$ cat config.mk
export PLATFORM = sky130hd
export DESIGN_NAME = count_capture_unit
export DESIGN_NICKNAME = d
export VERILOG_FILES = /design/src/rtl/count_capture_pkg.sv /design/src/rtl/capture_fifo.sv /design/src/rtl/count_capture_unit.sv
export SDC_FILE = /design/constraint.sdc
export NUM_CORES = 1
export LEC_CHECK = 0
export CAP_MARGIN = 20
export CORE_ASPECT_RATIO = 0.7
export CORE_MARGIN = 3
export CORE_UTILIZATION = 25
export CTS_BUF_LIST = sky130_fd_sc_hd__clkbuf_4
export DETAILED_ROUTE_END_ITERATION = 10
export GPL_ROUTABILITY_DRIVEN = 0
export HOLD_SLACK_MARGIN = 0.15
export RECOVER_POWER = 100
export SYNTH_ARGS = -nofsm -noshare
export SYNTH_HDL_FRONTEND = slang
export SYNTH_SLANG_ARGS = --single-unit
$ cat constraint.sdc
create_clock -name clk -period 6.3 [get_ports clk]
set_clock_uncertainty 0.15 [all_clocks]
set_input_delay 1.575 -clock clk [delete_from_list [all_inputs] [get_ports clk]]
set_output_delay 1.575 -clock clk [all_outputs]
set_load 0.05 [all_outputs]
$ cat src/rtl/count_capture_pkg.sv
`default_nettype none
// ============================================================================
// Module      : count_capture_pkg
// Description : Shared defaults, edge-select encodings and the default-width
//               capture entry layout for the count capture unit.
// Revision    : 1.0 - initial release
// ============================================================================
package count_capture_pkg;

    localparam int DEFAULT_WIDTH       = 32;
    localparam int DEFAULT_DEPTH       = 4;
    localparam int DEFAULT_SYNC_STAGES = 2;

    // Value of edge_sel that selects which event transition is captured
    localparam logic EDGE_RISE = 1'b0;
    localparam logic EDGE_FALL = 1'b1;

    // One queued capture: counter stamp, interval to previous capture, and
    // a flag marking the first capture since reset or re-enable.
    typedef struct packed {
        logic [DEFAULT_WIDTH-1:0] stamp;
        logic [DEFAULT_WIDTH-1:0] period;
        logic                     first;
    } capture_entry_t;

endpackage
`default_nettype wire

$ cat src/rtl/capture_fifo.sv
`default_nettype none
// ============================================================================
// Module      : capture_fifo
// Description : DEPTH-entry register FIFO of capture entries. Head is read
//               directly from storage (no bypass); a push is accepted while
//               full when a pop happens in the same cycle.
// Revision    : 1.0 - initial release
// ============================================================================
module capture_fifo
    import count_capture_pkg::*;
#(
    parameter type entry_t = capture_entry_t,
    parameter int  DEPTH   = DEFAULT_DEPTH
) (
    input  logic                   clk,
    input  logic                   rst_n,
    input  logic                   push,
    input  entry_t                 push_data,
    input  logic                   pop,
    output entry_t                 head,
    output logic                   full,
    output logic                   empty,
    output logic [$clog2(DEPTH):0] level
);

    localparam int AW = $clog2(DEPTH);
    localparam int LW = AW + 1;

    entry_t          r_mem [DEPTH];
    logic [AW:0]     r_wr_ptr;
    logic [AW:0]     r_rd_ptr;
    logic            w_do_push;
    logic            w_do_pop;

    // Pointers carry one extra wrap bit so full and empty are distinguishable
    assign level     = r_wr_ptr - r_rd_ptr;
    assign full      = (level == LW'(DEPTH));
    assign empty     = (level == '0);
    assign w_do_pop  = pop && !empty;
    assign w_do_push = push && (!full || w_do_pop);
    assign head      = r_mem[r_rd_ptr[AW-1:0]];

    // Storage and pointer update; storage is cleared so the head reads zero after reset
    always_ff @(posedge clk or negedge rst_n) begin
        if (!rst_n) begin
            r_wr_ptr <= '0;
            r_rd_ptr <= '0;
            for (int i = 0; i < DEPTH; i++) begin
                r_mem[i] <= '0;
            end
        end else begin
            if (w_do_push) begin
                r_mem[r_wr_ptr[AW-1:0]] <= push_data;
                r_wr_ptr                <= r_wr_ptr + 1'b1;
            end
            if (w_do_pop) begin
                r_rd_ptr <= r_rd_ptr + 1'b1;
            end
        end
    end

endmodule
`default_nettype wire

$ cat src/rtl/count_capture_unit.sv
`default_nettype none
// ============================================================================
// Module      : count_capture_unit
// Description : Synchronizes an asynchronous event pin, latches the
//               free-running counter on the selected edge, computes the
//               interval since the previous capture and queues the result
//               for a valid/ready consumer. Sticky overflow on dropped events.
// Revision    : 1.0 - initial release
// ============================================================================
module count_capture_unit
    import count_capture_pkg::*;
#(
    parameter int WIDTH       = DEFAULT_WIDTH,
    parameter int DEPTH       = DEFAULT_DEPTH,
    parameter int SYNC_STAGES = DEFAULT_SYNC_STAGES
) (
    input  logic                   clk,
    input  logic                   rst_n,
    input  logic [WIDTH-1:0]       count,
    input  logic                   event_pin,
    input  logic                   edge_sel,
    input  logic                   enable,
    output logic                   rd_valid,
    input  logic                   rd_ready,
    output logic [WIDTH-1:0]       rd_stamp,
    output logic [WIDTH-1:0]       rd_period,
    output logic                   rd_first,
    output logic [$clog2(DEPTH):0] level,
    output logic                   overflow,
    input  logic                   clr_ovf
);

    typedef struct packed {
        logic [WIDTH-1:0] stamp;
        logic [WIDTH-1:0] period;
        logic             first;
    } entry_t;

    // Reset-zero synchronizer flops must flush before an edge can be trusted
    localparam int WARM_CYCLES = SYNC_STAGES + 1;
    localparam int WW          = $clog2(WARM_CYCLES + 1);

    logic [SYNC_STAGES-1:0] r_sync;
    logic                   r_prev;
    logic [WW-1:0]          r_warm_cnt;
    logic                   w_warm_done;
    logic                   w_sync_now;
    logic                   w_rise;
    logic                   w_fall;
    logic                   w_edge_hit;
    logic                   w_capture;
    logic [WIDTH-1:0]       r_last_stamp;
    logic                   r_have_last;
    logic                   r_overflow;
    entry_t                 w_new_entry;
    entry_t                 w_head;
    logic                   w_full;
    logic                   w_empty;
    logic                   w_pop;
    logic                   w_drop;

    // Event synchronizer chain followed by the previous-value flop for edge detection
    always_ff @(posedge clk or negedge rst_n) begin
        if (!rst_n) begin
            r_sync <= '0;
            r_prev <= 1'b0;
        end else begin
            r_sync <= {r_sync[SYNC_STAGES-2:0], event_pin};
            r_prev <= r_sync[SYNC_STAGES-1];
        end
    end

    // Warm-up counter saturates once the synchronizer holds only real pin samples
    always_ff @(posedge clk or negedge rst_n) begin
        if (!rst_n) begin
            r_warm_cnt <= '0;
        end else if (!w_warm_done) begin
            r_warm_cnt <= r_warm_cnt + 1'b1;
        end
    end

    assign w_warm_done = (r_warm_cnt == WW'(WARM_CYCLES));
    assign w_sync_now  = r_sync[SYNC_STAGES-1];
    assign w_rise      = w_sync_now & ~r_prev;
    assign w_fall      = ~w_sync_now & r_prev;
    assign w_edge_hit  = (edge_sel == EDGE_RISE) ? w_rise : w_fall;
    assign w_capture   = w_edge_hit && enable && w_warm_done;

    // Assemble the entry from the counter value present at the capture edge
    always_comb begin
        w_new_entry        = '0;
        w_new_entry.stamp  = count;
        w_new_entry.period = r_have_last ? (count - r_last_stamp) : '0;
        w_new_entry.first  = !r_have_last;
    end

    assign w_pop  = rd_valid && rd_ready;
    assign w_drop = w_capture && w_full && !w_pop;

    // Previous-stamp tracking; advances even when the entry itself is dropped
    always_ff @(posedge clk or negedge rst_n) begin
        if (!rst_n) begin
            r_last_stamp <= '0;
            r_have_last  <= 1'b0;
        end else if (w_capture) begin
            r_last_stamp <= count;
            r_have_last  <= 1'b1;
        end else if (!enable) begin
            r_have_last  <= 1'b0;
        end
    end

    // Sticky overflow; a new drop takes priority over a clear in the same cycle
    always_ff @(posedge clk or negedge rst_n) begin
        if (!rst_n) begin
            r_overflow <= 1'b0;
        end else if (w_drop) begin
            r_overflow <= 1'b1;
        end else if (clr_ovf) begin
            r_overflow <= 1'b0;
        end
    end

    capture_fifo #(
        .entry_t (entry_t),
        .DEPTH   (DEPTH)
    ) u_fifo (
        .clk       (clk),
        .rst_n     (rst_n),
        .push      (w_capture),
        .push_data (w_new_entry),
        .pop       (w_pop),
        .head      (w_head),
        .full      (w_full),
        .empty     (w_empty),
        .level     (level)
    );

    assign rd_valid  = !w_empty;
    assign rd_stamp  = w_head.stamp;
    assign rd_period = w_head.period;
    assign rd_first  = w_head.first;
    assign overflow  = r_overflow;

endmodule
`default_nettype wire

== Word level (Yosys, flattened, before mapping) ==
Cells that the tools add are included.

* Register bits: 305
* Output and inout port bits: 70

* Add/subtract/negate cells: 5
* $lt $le $gt $ge: 3
* Eq/ne operators: 3
* Muxes and demuxes: 12
* Bitwise gates (word level): 6
* Reductions and logical operators: 15

{| class="wikitable"
|+ Operator list
! operator !! count
|-
| $bwmux W260 || 1
|-
| $mux W65 || 3
|-
| $bmux W65 S2 || 1
|-
| $demux W65 S2 || 1
|-
| $mux W32 || 1
|-
| $sub A32 B32 Y32 || 1
|-
| $logic_and A1 B1 Y1 || 8
|-
| $add A3 B1 Y3 const B || 2
|-
| $ge A3 B3 Y1 const B || 2
|-
| $not A2 Y3 || 2
|-
| $mux W1 || 5
|-
| $logic_not A1 Y1 || 4
|-
| $eq A3 B3 Y1 const B || 1
|-
| $logic_not A3 Y1 || 1
|-
| $lt A3 B1 Y1 const B || 1
|-
| $sub A3 B3 Y3 || 1
|-
| $add A2 B1 Y2 const B || 1
|-
| $and A1 B1 Y1 || 2
|-
| $eq A2 B2 Y1 const B || 1
|-
| $ne A2 B1 Y1 const B || 1
|-
| $not A1 Y1 || 2
|-
| $reduce_bool A2 Y1 || 1
|-
| $logic_or A1 B1 Y1 || 1
|}

== Depth between registers and ports, before layout ==
Gate-level depths: netlist of the first run.

* Depth in word-level cells: 8
* Mapped depth: 14
* Gate-level depth less buffers: 11

== By module ==
A second synthesis of the first run with hierarchy kept.

* Cell total of the unflattened synthesis: 1,117
* Area total of the unflattened synthesis: 15,542.4 µm²

{| class="wikitable"
|+ Modules (own cells, without submodules)
! module !! instances !! cells each !! area each (µm²)
|-
| capture_fifo || 1 || 666 || 12,019.0
|-
| count_capture_unit || 1 || 451 || 3,523.4
|}

== Least setup slack after synthesis of the first run ==
Ideal clock, no wire load.

* Kind: in2reg
* Start point: in count[0]
* End point: reg u_fifo.r_mem[155] in the netlist's numbering
* Setup time: 121 ps
* Arrival time: 3,813 ps
* Path slack: 2,216 ps
* Stages on the path: 12
* Path buffers: 1
* Cells stage by stage: inv_1 -> ha_1 -> fa_1 -> nor2b_2 -> o2111ai_1 -> a21oi_2 -> o2111ai_2 -> a2111oi_4 -> or3_1 -> buf_4 -> xor2_2 -> a22o_1

* Word-level cells in the longest chain between the ends: 3

{| class="wikitable"
|+ Ends and longest elaborated chain
! item !! RTL line !! text
|-
| start: declaration || count_capture_unit.sv:19 || <nowiki>input logic [WIDTH-1:0] count,</nowiki>
|-
| $sub A32 B32 Y32 || count_capture_unit.sv:93 || <nowiki>w_new_entry.period = r_have_last ? (count - r_last_stamp) : '0;</nowiki>
|-
| $mux W32 || count_capture_unit.sv:93 ||
|-
| $bwmux W260 || capture_fifo.sv:53 || <nowiki>r_mem[r_wr_ptr[AW-1:0]] <= push_data;</nowiki>
|-
| end signal: indexed assignment || capture_fifo.sv:53 ||
|-
| end: declaration || capture_fifo.sv:29 || <nowiki>entry_t r_mem [DEPTH];</nowiki>
|}

No other way between the ends.
A chain may end at the register's enable or synchronous reset.

== Worst setup path after layout of the first run ==
* Start point: reg u_fifo.r_rd_ptr[1]
* End point: out rd_period[8]

* Word-level cells in the longest chain between the ends: 4

{| class="wikitable"
|+ Ends and longest elaborated chain
! item !! RTL line !! text
|-
| start: declaration || capture_fifo.sv:31 || <nowiki>logic [AW:0] r_rd_ptr;</nowiki>
|-
| start signal: assignment || capture_fifo.sv:57 || <nowiki>r_rd_ptr <= r_rd_ptr + 1'b1;</nowiki>
|-
| $not A2 Y3 (implied by the code) || capture_fifo.sv:41 || <nowiki>assign head = r_mem[r_rd_ptr[AW-1:0]];</nowiki>
|-
| $bmux W65 S2 || capture_fifo.sv:41 ||
|-
| $mux W65 (implied by the code) (2 in series) || capture_fifo.sv:41 ||
|-
| end: declaration || count_capture_unit.sv:26 || <nowiki>output logic [WIDTH-1:0] rd_period,</nowiki>
|}

No other way between the ends. The select of a mux whose other input is x is not followed.

==> out/results.txt, run 1 <==
die area -> 0.06270 sq mm
IO buf count -> 108
count leader, synth -> nand2_1
Post-synth EDFFs -> 0
CP arrival -> 4.03 ns
drt wl/cell -> 17.63 um
crit path launch type -> register
Final period util -> 91.38%
f_max -> 173.7 MHz
worst path required time -> 4.58 ns
crit path max fanout -> 27
pin slew with the least headroom to its limit -> 3.042 ns
Commonest cells post-synth -> nand2_1 (567), dfrtp_1 (305), o21ai_0 (105)
status -> complete, but fails checks
failing checks -> max-capacitance violations, max-slew violations
Die W -> 298.0 um
Post-CTS Setup Bufs -> 0
initial antenna violation count -> 3
Die Y -> 210.4 um
critical path startpoint -> u_fifo.r_rd_ptr[1]
syn avg cell area -> 9.934 sq um
Top FF cell, synth -> dfrtp_1
kind of critical path -> register to output port
synth unique cells -> 63
overall via count from detail_route -> 11,490
Max IR drop VDD -> 0.0003041 V
Starting Density -> 25.42%
post-synth top area share -> 51.15%
Core Util, Final -> 30.22%
I/O pins -> 109
Max Buffers Root-to-Sink -> 3
Post-synth ARST share -> 100.0%
post-synthesis register bit count -> 305
top post-synthesis cells by area -> dfrtp_1 (51%), nand2_1 (14%), mux4_2 (9.8%)
Core Area -> 0.05870 sq mm
CP Capture Type -> output port
final wirelength -> 43,550 um
final setup fails -> 0
Total GRT Usage -> 13.94%
pin count of the biggest net entering global routing -> 129
first-pass GRT wire length -> 68,850 um
Hold Fails Final Rpt -> 0
RR Endpoint -> u_fifo.r_mem[217]
RSZ-0062 raised after global routing -> false
worst setup path endpoint -> rd_period[8]
FF-to-FF Start -> u_fifo.r_rd_ptr[0]
First-pass DRT Iterations -> 5
H-tree levels -> 3
clock insertion delay at the later pin of the skew report -> 0.74 ns
total nets after synthesis -> 1,583
Synth Instances -> 1,502
1st-iter DRT viols -> 836
Max Cap Viol -> 9
sequential share of the synthesized area -> 51.15%
Worst slew margin -> -102.8%
Avg Vias per Cell -> 4.652
CTS tree -> yes
Area growth syn-to-layout -> 18.89%
CTS sink count -> 305
clk slew on worst S/H paths -> 0.06 ns
Hold Path Class -> register to register
Root Buffer -> clkbuf_4
cell taking the most area after synthesis -> dfrtp_1
total gr overflow -> 0
Row Count -> 74
PostCTS Resize Cnt -> 0
Reg2Reg Depth -> 9
Residual DRC -> 0
R2R Setup Slk -> 0.73 ns
post-route ant nets -> 0
Final Max Slew Viols -> 580
Static Leak -> 0.008294 uW
CTS buffer count -> 77
Synthesis Warnings -> 0
layout cell share with drive strength beyond 1 -> 14.08%
setup TNS -> 0 ns
Hold Buf Count CTS -> 0
Final #Nets -> 1,707
PwrDens -> 523.2 mW/mm^2
post-synthesis cell area -> 0.01492 sq mm
Detailed Place HPWL -> 29,110 um
vias in the first global route -> 11,669
minimum clock period -> 5.757 ns
FILL cells -> 6,154
per-layer routing:
metal / up-vias / share of wire, % / wire length, um / global-route usage, %
li1: 5382 / - / - / -
met3: 55 / 7.1 / 3100 / 3.614
met1: 5664 / 49 / 21380 / 20.69
met4: 0 / 1.5 / 675 / 3.524
met5: - / 0 / 0 / 0
met2: 389 / 42 / 18400 / 20.14
stage by stage:
stage	instances	setup slack (ns)	cell area, sq um	power (uW)	hold slack [ns]
floorplan	1502	2.216	14920	6241	0.1812
global placement	2345	1.308	16880	7652	0.1915
detailed placement	2345	1.283	16880	7758	0.1864
CTS	2467	0.8072	17840	9565	0.2193
global route	2469	0.3268	17740	9924	0.2190
finish	2470	0.5428	17740	9281	0.2142
worst min-delay path by stage:
stage	start	to	depth (start not counted)
2_1_floorplan	r_sync[0]	r_sync[1]	0
3_3_place_gp	r_sync[0]	r_sync[1]	0
3_5_place_dp	r_sync[0]	r_sync[1]	0
4_1_cts	r_sync[0]	r_sync[1]	0
5_1_grt	r_sync[0]	r_sync[1]	0
6_report	r_sync[0]	r_sync[1]	0
cell type report:
cell class / count / area, sq um / share of cell area [%]
inverter: 44 / 165.2 / 0.9310
tap: 798 / 998.5 / 5.628
clock inverter: 18 / 180.2 / 1.016
timing repair buffer: 129 / 1192 / 6.722
antenna: 3 / 7.507 / 0.04232
multi-input combinational: 1069 / 6778 / 38.21
sequential: 305 / 7637 / 43.05
clock buffer: 104 / 780.7 / 4.401
flip-flops by register name, indices dropped and copies added, names as in the netlist:
register and flops:
u_fifo.r_mem 260, r_warm_cnt 2, r_have_last 1, u_fifo.r_wr_ptr 3, r_prev 1, r_sync 2, r_last_stamp 32, overflow 1
u_fifo.r_rd_ptr 3
power by group:
part	leakage, uW	total [uW]	switching (uW)	internal [uW]
logic	0.00376	4280	2700	1580
clock network	0.000567	1740	820	922
registers	0.00397	3260	519	2740
total	0.00829	9280	4040	5240
layout by cell type, fill, tap and decap left out, types with 4 or more instances in the layout:
cell type | Yosys | routed
nand2_1 | 567 | 565
dfrtp_1 | 305 | 303
o21ai_0 | 105 | 109
clkbuf_4 | 0 | 105
dlygate4sd3_1 | 0 | 67
mux4_2 | 65 | 65
inv_1 | 44 | 44
ha_1 | 40 | 40
clkdlybuf4s50_1 | 0 | 40
nor2_1 | 39 | 39
a21oi_1 | 33 | 33
mux2_2 | 24 | 24
o31ai_1 | 21 | 21
xnor2_1 | 17 | 17
nand3_1 | 15 | 15
a21o_1 | 14 | 14
o211ai_1 | 12 | 12
clkinv_1 | 0 | 10
clkbuf_1 | 39 | 9
nand2b_1 | 8 | 8
a22o_1 | 8 | 8
clkbuf_2 | 0 | 8
xor2_1 | 6 | 6
nor3_1 | 5 | 5
nand4_1 | 5 | 5
a211oi_1 | 5 | 5
o21a_1 | 5 | 5
nor4_1 | 5 | 5
and2_0 | 0 | 4
or3_1 | 4 | 4
a211o_1 | 4 | 4
a32o_1 | 4 | 4
bufinv_16 | 0 | 4
cell families after synthesis:
logic type               share of synthesized area (%)
AO/OA/AOI/OAI                                    10.59
XOR/XNOR                                         1.459
adder cells (fa/ha/maj)                          3.623
buffers and inverters                            3.455
flip-flops                                       51.15
multiplexers                                     11.69
AND/OR/NAND/NOR                                  18.03
worst max-delay path: stages, from the launching register on:
cell and delay, ns:
dfrtp_2 0.88, clkbuf_1 1.04, mux4_2 0.46, dlygate4sd3_1 0.89
(Power assumes the default switching activity.)
==> inputs of run 2 (changes only) <==
CORE_ASPECT_RATIO = 2   (was 0.7)
MAX_ROUTING_LAYER = met4   (was not set)
clock period = 5.7 ns   (was 6.3 ns; I/O delays follow)
==> run 2 against run 1 <==
The run still ends with max-capacitance violations, max-slew violations left. Final cell count is 1.4% lower. Die area increased by 0.21%. Via count grew 1.3%. Sequential share of layout area up 0.28 points. Critical endpoint is now rd_stamp[6]. Critical path depth did not move. Clock-buffer cell count down 14. Sequential power up 11%. Global-route usage is 0.99 points higher. Non-clock buffer count unchanged. Combinational power up 10%.
==> out/results.txt, run 2 (same netlist as run 1, synthesis figures left out) <==
setup TNS -> 0 ns
H-tree levels -> 3
clk slew on worst S/H paths -> 0.06 ns
crit path max fanout -> 42
total gr overflow -> 0
most common cell after layout, fill and taps aside -> nand2_1
Most flops, register -> u_fifo.r_mem
WP depth -> 3
Final #Nets -> 1,697
CTS buffer count -> 67
status -> complete, but fails checks
drt wl/cell -> 18.28 um
initial antenna violation count -> 2
layout cell share with drive strength beyond 1 -> 13.34%
Max IR drop VDD -> 0.0002506 V
post-route ant nets -> 0
Hold Path Class -> register to register
most frequent cells in the layout -> nand2_1 (567), dfrtp_1 (303), o21ai_0 (109)
Die W -> 178.7 um
Root Buffer -> clkbuf_4
Max Buffers Root-to-Sink -> 3
worst path required time -> 4.12 ns
Total GRT Usage -> 14.93%
RSZ-0062 raised after global routing -> false
cell-by-cell listing of the critical path -> clkbuf_2 > mux4_2 > dlygate4sd3_1
PwrDens -> 575.4 mW/mm^2
First-pass DRT Iterations -> 7
first-pass GRT wire length -> 70,390 um
Avg Vias per Cell -> 4.778
Seq pwr share -> 35.6%
FILL cells -> 6,086
Residual DRC -> 0
failing checks -> max-capacitance violations, max-slew violations
PostCTS Resize Cnt -> 0
Comb pwr share -> 46.6%
I/O pins -> 109
slowest stage delay, CP -> 1.14 ns
Final period util -> 93.51%
CP arrival -> 3.75 ns
Hold Buf Count CTS -> 0
sum of buffers and inverters on the critical path -> 2
DP Worst Slack -> 0.7057 ns
pin count of the biggest net entering global routing -> 122
Post-CTS Setup Bufs -> 0
Largest delay share family, worst path -> buffers and inverters
hold_ws -> 0.2319 ns
1st-iter DRT viols -> 860
minimum clock period -> 5.330 ns
f_max -> 187.6 MHz
Detailed Place HPWL -> 31,210 um
Reg2Reg Depth -> 10
Final Max Slew Viols -> 223
max FFs per register -> 260
Switch Pwr -> 4447 uW
Worst slew margin -> -107.1%
Core Area -> 0.05912 sq mm
top flop regs -> u_fifo.r_mem x260, r_last_stamp x32
internal power -> 5695 uW
crit path launch type -> register
Starting Density -> 25.24%
Area growth syn-to-layout -> 18.14%
pin slew with the least headroom to its limit -> 3.107 ns
CTS tree -> yes
Hold Fails Final Rpt -> 0
FF-to-FF Start -> u_fifo.r_rd_ptr[1]
CP max-delay cell -> dfrtp_2
Sw Share -> 43.85%
register area -> 0.007637 sq mm
clock insertion delay at the later pin of the skew report -> 0.76 ns
CP Capture Type -> output port
final worst slack -> 0.3702 ns
R2R Setup Slk -> 0.80 ns
Max Cap Viol -> 3
critical path startpoint -> u_fifo.r_rd_ptr[1]
Row Count -> 126
final wirelength -> 44,520 um
overall via count from detail_route -> 11,634
die area -> 0.06283 sq mm
worst setup path endpoint -> rd_stamp[6]
vias in the first global route -> 12,349
Static Leak -> 0.008246 uW
CTS sink count -> 305
area of the multi-input gates -> 0.006736 sq mm
Die Y -> 351.5 um
IO buf count -> 108
kind of critical path -> register to output port
RR Endpoint -> u_fifo.r_mem[221]
clock share of power -> 17.8%
final setup fails -> 0
-- run 2: stage by stage --
stage | instances | util [%] | cell area, sq um | power [uW]
2_1_floorplan | 1502 | - | 14920 | 6898
3_3_place_gp | 2315 | 28.52 | 16860 | 8453
3_5_place_dp | 2315 | 28.52 | 16860 | 8601
4_1_cts | 2432 | 30.02 | 17750 | 10460
5_1_grt | 2435 | 29.82 | 17630 | 10800
6_report | 2435 | 29.82 | 17630 | 10140
-- run 2: worst min path at each step --
stage               startpoint   endpoint  slack (ns)  depth (start not counted)
floorplan            r_sync[0]  r_sync[1]        0.18                          0
global placement     r_sync[0]  r_sync[1]        0.24                          0
detailed placement   r_sync[0]  r_sync[1]        0.24                          0
CTS                  r_sync[1]     r_prev        0.26                          0
global route         r_sync[0]  r_sync[1]        0.25                          0
finish               r_sync[0]  r_sync[1]        0.23                          0
-- run 2: power by group through the flow --
stage | combinational [uW] | clock [uW] | sequential (uW)
after global routing | 5120 | 1970 | 3710
after floorplan | 3530 | 0 | 3360
after global placement | 4870 | 0 | 3580
after CTS | 4960 | 1880 | 3620
final | 4720 | 1810 | 3610
after detailed placement | 4940 | 0 | 3660
-- run 2: layout make-up --
cell class,instances,area share (%)
sequential,305,43.33
clock inverter,27,1.200
inverter,44,0.9370
clock buffer,90,3.833
tap,768,5.451
antenna,3,0.04259
timing repair buffer,129,6.992
multi-input combinational,1069,38.22
-- run 2: worst reg2reg max path: cells and delay by family, from the launching register on --
family                     cells  cell delay (ns)
adders and majority gates      1             0.36
DFF                            1             1.14
and+or+nand+nor                3             1.26
buffers and inverters          2             1.15
AOI/OAI and AO/OA              2             0.42
xor gates and xnor gates       2             0.33
-- run 2: routing by layer --
layer | up-vias | global-route usage, % | share of wire [%]
met5 | - | - | 0
met3 | 109 | 2.995 | 5.4
met4 | 0 | 7.516 | 4.8
met1 | 5826 | 15.63 | 36
met2 | 362 | 26.36 | 54
li1 | 5337 | - | -
==> inputs of run 3 (changes only) <==
SETUP_SLACK_MARGIN = 0.3   (was not set)
==> results of run 3 <==
Same layout as run 2: the final DEF is identical, and so are final timing and power.
